## src/rtl/key_debounce_pkg.sv

```systemverilog
// Shared constants for the key debounce device: register map, reset period
// and the prescaler wrap test used by the top level.
package key_debounce_pkg;

   typedef enum logic [1:0] {
      KEY_STATE = 2'd0,
      KEY_EVENT = 2'd1,
      KEY_MASK  = 2'd2,
      KEY_CFG   = 2'd3
   } key_reg_e;

   localparam logic [31:0] CFG_RST     = 32'd25000;
   localparam logic [1:0]  KEY_CNT_MAX = 2'd3;

   // A period of 0 is treated as 1, so the prescaler then ticks every cycle.
   function automatic logic prescale_tick(input logic [31:0] count,
                                          input logic [31:0] cfg);
      logic [31:0] last;
      last = (cfg == 32'd0) ? 32'd0 : cfg - 32'd1;
      return count >= last;
   endfunction

endpackage

```

## src/rtl/key_debounce_key_filter.sv

```systemverilog
// One debounced key: 2-flop synchronizer (stored inverted, 1 = pressed),
// a 2-bit agreement counter and the committed level with its press pulse.
module key_filter
   import key_debounce_pkg::*;
(
   input  logic clk,
   input  logic sys_rstn,
   input  logic key_i,
   input  logic tick_i,
   output logic state_o,
   output logic press_o
);

   logic       sync1_q, sync2_q;
   logic       state_q, state_d;
   logic [1:0] cnt_q, cnt_d;
   logic       differ;
   logic       commit;

   assign differ = (sync2_q != state_q);
   assign commit = differ && tick_i && (cnt_q == KEY_CNT_MAX);

   always_comb begin
      state_d = state_q;
      cnt_d   = cnt_q;
      if (!differ) begin
         cnt_d = 2'd0;
      end else if (tick_i) begin
         if (commit) begin
            cnt_d   = 2'd0;
            state_d = ~state_q;
         end else begin
            cnt_d = cnt_q + 2'd1;
         end
      end
   end

   always_ff @(posedge clk or negedge sys_rstn) begin
      if (!sys_rstn) begin
         sync1_q <= 1'b0;
         sync2_q <= 1'b0;
         state_q <= 1'b0;
         cnt_q   <= 2'd0;
      end else begin
         sync1_q <= ~key_i;
         sync2_q <= sync1_q;
         state_q <= state_d;
         cnt_q   <= cnt_d;
      end
   end

   assign state_o = state_q;
   // Pulse is combinational so EVENT is captured on the same edge STATE rises.
   assign press_o = commit && !state_q;

endmodule

```

## src/rtl/key_debounce.sv

```systemverilog
// Debounced key bank on the CPU bridge: shared prescaler, per-key filters,
// STATE/EVENT/MASK/CFG registers and a level interrupt.
module key_debounce #(
   parameter int          N_KEYS  = 8,
   parameter logic [31:0] CFG_RST = key_debounce_pkg::CFG_RST
) (
   input  logic              clk,
   input  logic              sys_rstn,
   input  logic [N_KEYS-1:0] user_key,
   input  logic [31:0]       ADD_I,
   input  logic              WE_I,
   input  logic [31:0]       DAT_I,
   output logic [31:0]       DAT_O,
   output logic              IRQ_O
);
   import key_debounce_pkg::*;

   logic [31:0]       pre_q, pre_d;
   logic [31:0]       cfg_q, cfg_d;
   logic [N_KEYS-1:0] event_q, event_d;
   logic [N_KEYS-1:0] mask_q, mask_d;
   logic [N_KEYS-1:0] state_w;
   logic [N_KEYS-1:0] press_w;
   logic              tick;
   key_reg_e          addr;
   logic              unused_addr;

   assign addr        = key_reg_e'(ADD_I[3:2]);
   assign unused_addr = ^{ADD_I[31:4], ADD_I[1:0]};
   assign tick        = prescale_tick(pre_q, cfg_q);

   for (genvar g = 0; g < N_KEYS; g++) begin : g_key
      key_filter u_filter (
         .clk      (clk),
         .sys_rstn (sys_rstn),
         .key_i    (user_key[g]),
         .tick_i   (tick),
         .state_o  (state_w[g]),
         .press_o  (press_w[g])
      );
   end

   always_comb begin
      pre_d   = tick ? 32'd0 : pre_q + 32'd1;
      cfg_d   = cfg_q;
      mask_d  = mask_q;
      event_d = event_q;
      if (WE_I) begin
         case (addr)
            KEY_EVENT: event_d = event_q & ~DAT_I[N_KEYS-1:0];
            KEY_MASK:  mask_d  = DAT_I[N_KEYS-1:0];
            KEY_CFG: begin
               cfg_d = DAT_I;
               pre_d = 32'd0;
            end
            default: ;
         endcase
      end
      // A press on the same cycle as a clear wins.
      event_d = event_d | press_w;
   end

   always_ff @(posedge clk or negedge sys_rstn) begin
      if (!sys_rstn) begin
         pre_q   <= 32'd0;
         cfg_q   <= CFG_RST;
         mask_q  <= '0;
         event_q <= '0;
      end else begin
         pre_q   <= pre_d;
         cfg_q   <= cfg_d;
         mask_q  <= mask_d;
         event_q <= event_d;
      end
   end

   always_comb begin
      DAT_O = 32'd0;
      case (addr)
         KEY_STATE: DAT_O[N_KEYS-1:0] = state_w;
         KEY_EVENT: DAT_O[N_KEYS-1:0] = event_q;
         KEY_MASK:  DAT_O[N_KEYS-1:0] = mask_q;
         KEY_CFG:   DAT_O             = cfg_q;
         default:   DAT_O             = 32'd0;
      endcase
   end

   assign IRQ_O = |(event_q & mask_q);

endmodule

```

## config.mk

```make
export PLATFORM = sky130hd
export DESIGN_NAME = key_debounce
export DESIGN_NICKNAME = d
export VERILOG_FILES = /design/src/rtl/key_debounce_pkg.sv /design/src/rtl/key_debounce_key_filter.sv /design/src/rtl/key_debounce.sv
export SDC_FILE = /design/constraint.sdc
export NUM_CORES = 1
export LEC_CHECK = 0
export ABC_AREA = 1
export ABC_CLOCK_PERIOD_IN_PS = 5200
export CORE_UTILIZATION = 40
export CTS_BUF_LIST = sky130_fd_sc_hd__clkbuf_8 sky130_fd_sc_hd__clkbuf_16
export DETAILED_ROUTE_END_ITERATION = 16
export SYNTH_ARGS = -nofsm -noshare
export SYNTH_HDL_FRONTEND = slang
export SYNTH_HIERARCHICAL = 1
export SYNTH_SLANG_ARGS = --single-unit
```

## constraint.sdc

```tcl
create_clock -name clk -period 5.2 [get_ports clk]
set_clock_uncertainty 0.2 [all_clocks]
set_input_delay 1.04 -clock clk [delete_from_list [all_inputs] [get_ports clk]]
set_output_delay 1.04 -clock clk [all_outputs]
set_load 0.01 [all_outputs]
```

==> results of run 1 <==
==> metal layers <==
| layer | part of all wire (%) | track usage [%] | wire (um) | vias up |
|---|---|---|---|---|
| met1 | 45 | 27.5 | 9070 | 3305 |
| met5 | 0 | 0 | 0 | - |
| li1 | - | - | - | 3614 |
| met2 | 48 | 36.8 | 9670 | 177 |
| met4 | 1.8 | 6.77 | 356 | 0 |
| met3 | 4.5 | 4.06 | 895 | 30 |
==> cell type report <==
type,count,area (um^2),area share (%)
multi-input combinational,775,3970,43.3
sequential,120,3010,32.8
timing repair buffer,84,821,8.95
inverter,134,503,5.49
clock buffer,17,425,4.64
tap,229,287,3.13
clock inverter,15,154,1.68
==> cells by family after synthesis <==
group | Yosys count | synth area share [%]
buffers and inverters | 153 | 7.96
DFF | 120 | 39.7
AOI/OAI and AO/OA | 117 | 9.02
adders and majority gates | 43 | 7.10
xor gates and xnor gates | 6 | 0.694
and+or+nand+nor | 609 | 35.5
==> through the flow <==
| step | total power, mW | worst slack, ns | hold slack, ns | utilization [%] |
|---|---|---|---|---|
| after floorplan | 1.41 | 1.86 | 0.131 | - |
| after global placement | 1.62 | 0.916 | 0.133 | 47.0 |
| after detailed placement | 1.63 | 0.913 | 0.135 | 47.0 |
| after CTS | 2.81 | 0.906 | 0.150 | 50.2 |
| after global routing | 2.93 | 0.808 | 0.153 | 50.2 |
| final | 2.78 | 0.928 | 0.147 | 50.2 |
==> synthesized netlist by cell type (5+ instances only) <==
cell / count / share of area (%)
a21oi_1: 43 / 2.8
o21ai_0: 44 / 2.9
o2111ai_1: 6 / 0.69
nand3_1: 78 / 5.2
a31o_1: 8 / 0.92
nand2_2: 12 / 0.99
ha_1: 43 / 7.1
clkbuf_1: 5 / 0.25
nor2_2: 12 / 0.99
dfrtp_1: 114 / 38
a21o_1: 5 / 0.50
nand4_1: 60 / 5.0
inv_1: 122 / 6.0
inv_2: 12 / 0.59
nor3_1: 5 / 0.33
xor2_1: 6 / 0.69
buf_2: 11 / 0.73
nor2_1: 177 / 8.8
or2_2: 7 / 0.58
nand2_1: 247 / 12
dfstp_2: 6 / 2.1
==> final timing paths <==
path	from	to	slack [ns]	depth (start not counted)
worst max-delay path	ADD_I[2]	DAT_O[6]	0.93	7
worst min-delay path	g_key[7].u_filter/sync1_q$_DFF_PN0_	g_key[7].u_filter/sync2_q$_DFF_PN0_	0.15	0
max in group asynchronous	sys_rstn	cfg_q[3]$_DFFE_PN1P_	3.37	2
worst min register to register	g_key[7].u_filter/sync1_q$_DFF_PN0_	g_key[7].u_filter/sync2_q$_DFF_PN0_	0.15	0
min in group asynchronous	sys_rstn	pre_q[22]$_DFF_PN0_	0.47	1
worst max register to register	cfg_q[0]$_DFFE_PN0P_	pre_q[31]$_DFF_PN0_	1.17	16
==> where the power goes <==
part | internal [mW] | switching (mW)
registers | 1.02 | 0.0864
logic | 0.205 | 0.300
clock network | 0.676 | 0.496
total | 1.90 | 0.883
==> flip-flops by register name, indices dropped and copies added (netlist names) <==
signal / cells
g_key.u_filter/cnt_q: 16
g_key.u_filter/sync1_q: 8
event_q: 8
g_key.u_filter/state_o: 8
pre_q: 32
cfg_q: 32
mask_q: 8
g_key.u_filter/sync2_q: 8
==> cell usage in the layout, fill, tap and decap left out, types with 3 or more instances in the layout <==
cell and n:
a21o_1 5, a21oi_1 43, a31o_1 8, buf_4 8, clkbuf_16 17, clkdlybuf4s50_1 76
dfrtp_1 114, dfstp_2 6, ha_1 43, inv_1 122, inv_2 12, inv_6 7
inv_8 3, nand2_1 245, nand2_2 14, nand3_1 78, nand4_1 60, nor2_1 177
nor2_2 12, nor3_1 5, o2111ai_1 6, o21ai_0 44, or2_2 7, xor2_1 6
==> impl_metrics.yaml, run 1 <==
sta:
  fin_setup_tns_ns: 0
  slew_headroom_pct: 41.4
  hold_violations: 0
  setup_violations: 0
  maxSlewViolCount: 0
  rsz0062_at_grt: "no"
  min_period_ns: 4.27
  fmax_mhz: 234
  tightest_slew_ns: 0.876
  fin_crit_sh_pct: 82.1
floorplanning:
  die-area_um2: 19500
  die_x_um: 140
  start_util_pct: 41.5
  fp-row-count: 49
  io-pin-count: 108
  coreArea_um2: 18300
  die_h_um: 140
clock_tree:
  clk_latency_ns: 0.43
  cts_resized: 0
  htreeDepth: 4
  cts_tree: "yes"
  numCtsBuffers: 17
  clock-sinks: 120
  path_clk_slew_ns: 0.06
  cts_setup_buffers: 0
  cts_hold_buf: 0
  clockRootBuffer: "clkbuf_16"
  cts_max_path_buffers: 2
yosys:
  synthCells: 1048
  synth-edff-count: 0
  yosysWarnings: 6
  synth_cell_type_count: 36
  synth.yosys.seq_area_share_pct: 39.7
  synthFlopType: "dfrtp_1"
  async_reset_ff_share_pct: 100
  synth_area_um2: 7580
  synth_nets: 1166
  ys_seq_elements: 120
  syn_avg_cell_area_um2: 7.23
routing:
  vias: 7126
  drt_first_pass_iters: 7
  antenna_left: 0
  first_iter_violations: 416
  wire_per_inst_um: 14.5
  viasPerCell: 5.19
  drt-total-wl_mm: 20.0
  drcViolationCount: 0
place:
  io_buffer_count: 77
  placed_cell_area_um2: 8590
  dp_hpwl_mm: 14.9
  finalWeightedCongestion: 0.894
  placed_cells: 1342
critical_path:
  worstPathCellList: "clkdlybuf4s50_1, nand2_1, buf_4, inv_1, nand2_1, nand4_1, clkdlybuf4s50_1"
  worstPathMaxFanout: 25
  crit_arrival_ns: 3.03
  end_kind: "output port"
  slowest_stage: "clkdlybuf4s50_1"
  path_delay_family: "buffers and inverters"
  critPathRequiredTime_ns: 3.96
  cp_slowest_stage_delay_ns: 0.55
  path_class: "primary input to output port"
  path_buf_inv: 4
  cp-start-kind: "primary input"
grt:
  grt_use_total_pct: 21.5
  grt_max_degree: 53
  grt_pass1_vias: 6707
  antenna_found_initial: 0
  grt_pass1_wl_mm: 33.2
  overflow: 0
layout:
  antenna_cells: 0
  final_area_um2: 9170
  nFillCells: 1839
  synthToLayoutAreaGrowth_pct: 21.0
  nets: 1250
  drive_above_1_share_pct: 8.56
  layout.cells.non_filler: 1374
run:
  cap_viol_max_count: 0
power:
  powerDensity_nw_per_um2: 303
  vdd_drop_max_v: 0.000209
  p_leak_nw: 4.54
min_path:
  hold_path_class: "flop to flop"
run_status:
  outcome: "completed"
Power figures use the tool's default switching activity.
==> run 2: changes to the inputs <==
--- a/config.mk
+++ b/config.mk
@@ -6,7 +6,7 @@
 export NUM_CORES = 1
 export LEC_CHECK = 0
 export ABC_AREA = 1
-export ABC_CLOCK_PERIOD_IN_PS = 5200
+export ABC_CLOCK_PERIOD_IN_PS = 4400
 export CORE_UTILIZATION = 40
 export CTS_BUF_LIST = sky130_fd_sc_hd__clkbuf_8 sky130_fd_sc_hd__clkbuf_16
 export DETAILED_ROUTE_END_ITERATION = 16
==> constraint.sdc (replaced) <==
create_clock -name clk -period 4.4 [get_ports clk]
set_clock_uncertainty 0.2 [all_clocks]
set_input_delay 0.88 -clock clk [delete_from_list [all_inputs] [get_ports clk]]
set_output_delay 0.88 -clock clk [all_outputs]
set_load 0.01 [all_outputs]
==> impl_metrics.yaml, run 2 (synthesized netlist as in run 1, its figures left out) <==
grt:
  overflow: 0
  grt_max_degree: 73
  grt_use_total_pct: 21.5
  antenna_found_initial: 0
  grt_pass1_wl_mm: 33.0
  grt_pass1_vias: 6701
run_status:
  outcome: "completed"
routing:
  vias: 7126
  viasPerCell: 5.19
  first_iter_violations: 493
  drt_first_pass_iters: 5
  antenna_left: 0
  drcViolationCount: 0
  drt-total-wl_mm: 19.9
  wire_per_inst_um: 14.4
sta:
  tightest_slew_ns: 0.875
  rsz0062_at_grt: "no"
  fin_setup_tns_ns: 0
  fmax_mhz: 262
  slew_headroom_pct: 41.7
  hold_violations: 0
  maxSlewViolCount: 0
  setup_violations: 0
  min_period_ns: 3.82
  fin_crit_sh_pct: 86.7
power:
  power_switching_mw: 1.04
  swShare_pct: 31.4
  seqPwrFrac_pct: 39.4
  power_mw: 3.30
  powerDensity_nw_per_um2: 358
  vdd_drop_max_v: 0.000282
  p_leak_nw: 4.56
  pwr-share-clk_pct: 42.3
  pwr-share-comb_pct: 18.2
  internal_power_mw: 2.26
clock_tree:
  cts_hold_buf: 0
  numCtsBuffers: 17
  clk_latency_ns: 0.42
  clock-sinks: 120
  path_clk_slew_ns: 0.06
  cts_setup_buffers: 0
  cts_tree: "yes"
  clockRootBuffer: "clkbuf_16"
  cts_resized: 0
  htreeDepth: 4
  cts_max_path_buffers: 2
critical_path:
  end_kind: "output port"
  cp_slowest_stage_delay_ns: 0.59
  worstPathCellList: "clkdlybuf4s50_1, nor2_1, nand2_1, o2111ai_1, clkdlybuf4s50_1"
  crit_arrival_ns: 2.74
  slowest_stage: "clkdlybuf4s50_1"
  path_delay_family: "buffers and inverters"
  path_class: "primary input to output port"
  crit_top_cell: "clkdlybuf4s50_1"
  path_buf_inv: 2
  critPathRequiredTime_ns: 3.32
  cp-start-kind: "primary input"
  worstPathMaxFanout: 8
place:
  finalWeightedCongestion: 0.904
  io_buffer_count: 77
  dp_hpwl_mm: 15.0
layout:
  nFillCells: 1868
  synthToLayoutAreaGrowth_pct: 21.6
  final_common_cell: "nand2_1"
  reg_top3: "cfg_q x32, pre_q x32, g_key.u_filter/cnt_q x16"
  nets: 1250
  drive_above_1_share_pct: 8.56
  layout_common_cells: "nand2_1, nor2_1, inv_1"
  register_area_um2: 3010
  antenna_cells: 0
  multiInputGateArea_um2: 3970
run:
  cap_viol_max_count: 0
floorplanning:
  start_util_pct: 41.5
  fp-row-count: 49
  die-area_um2: 19500
  coreArea_um2: 18300
  die_h_um: 140
  io-pin-count: 108
  die_x_um: 140
min_path:
  hold_path_class: "flop to flop"
## run 2: changes by cell type in the layout (fill, tap and decap cells not counted)
cell,previous run,this run
buf_12,0,3
buf_4,8,5
clkbuf_8,0,1
clkinv_2,1,0
## run 2: power groups by stage
| stage | Combinational [mW] | Sequential (mW) | Clock, mW |
|---|---|---|---|
| after detailed placement | 0.608 | 1.32 | 0 |
| after global routing | 0.693 | 1.32 | 1.47 |
| final | 0.601 | 1.30 | 1.40 |
| after floorplan | 0.381 | 1.29 | 0 |
| after CTS | 0.611 | 1.30 | 1.42 |
| after global placement | 0.599 | 1.32 | 0 |
## run 2: layer usage
metal | wire (um) | up-vias | global-route usage [%] | part of all wire [%]
li1 | - | 3607 | - | -
met1 | 8960 | 3367 | 27.1 | 45
met2 | 9980 | 134 | 37.3 | 50
met3 | 686 | 18 | 4.61 | 3.5
met4 | 223 | 0 | 5.21 | 1.1
met5 | 0 | - | 0 | 0
## run 2: cell type report
class | instances | share of cell area (%)
clock buffers | 18 | 4.77
clock inverters | 14 | 1.62
inverters | 134 | 5.46
multi-input cells | 775 | 43.1
flip-flops and latches | 120 | 32.7
well taps | 229 | 3.11
repair buffers | 84 | 9.32
## run 2: worst reg2reg max path, delay by kind of cell (launching register included)
family | cells | cell delay, ns
AOI/OAI and AO/OA | 2 | 0.34
adders and majority gates | 2 | 0.62
buffers and inverters | 4 | 0.59
DFF | 1 | 0.40
and+or+nand+nor | 11 | 1.35
## run 2: metrics by stage
stage | util [%] | setup WS [ns] | hold slack (ns) | instances | instance area, um^2
finish | 50.4 | 0.584 | 0.148 | 1374 | 9210
global route | 50.4 | 0.416 | 0.154 | 1374 | 9210
CTS | 50.4 | 0.569 | 0.149 | 1374 | 9210
detailed placement | 47.2 | 0.573 | 0.135 | 1342 | 8630
global placement | 47.2 | 0.589 | 0.133 | 1342 | 8630
floorplan | - | 1.06 | 0.131 | 1048 | 7580
## run 2: worst paths after layout
kind                                                      from                                  end  slack [ns]  depth (start not counted)
max                                                   ADD_I[3]                             DAT_O[0]        0.58                          5
min reg2reg                g_key[3].u_filter/sync1_q$_DFF_PN0_  g_key[3].u_filter/sync2_q$_DFF_PN0_        0.15                          0
min                        g_key[3].u_filter/sync1_q$_DFF_PN0_  g_key[3].u_filter/sync2_q$_DFF_PN0_        0.15                          0
max in group asynchronous                             sys_rstn                cfg_q[13]$_DFFE_PN1P_        2.80                          2
min in group asynchronous                             sys_rstn                  pre_q[26]$_DFF_PN0_        0.38                          1
max reg2reg                               cfg_q[0]$_DFFE_PN0P_                 event_q[6]$_DFF_PN0_        0.83                         19
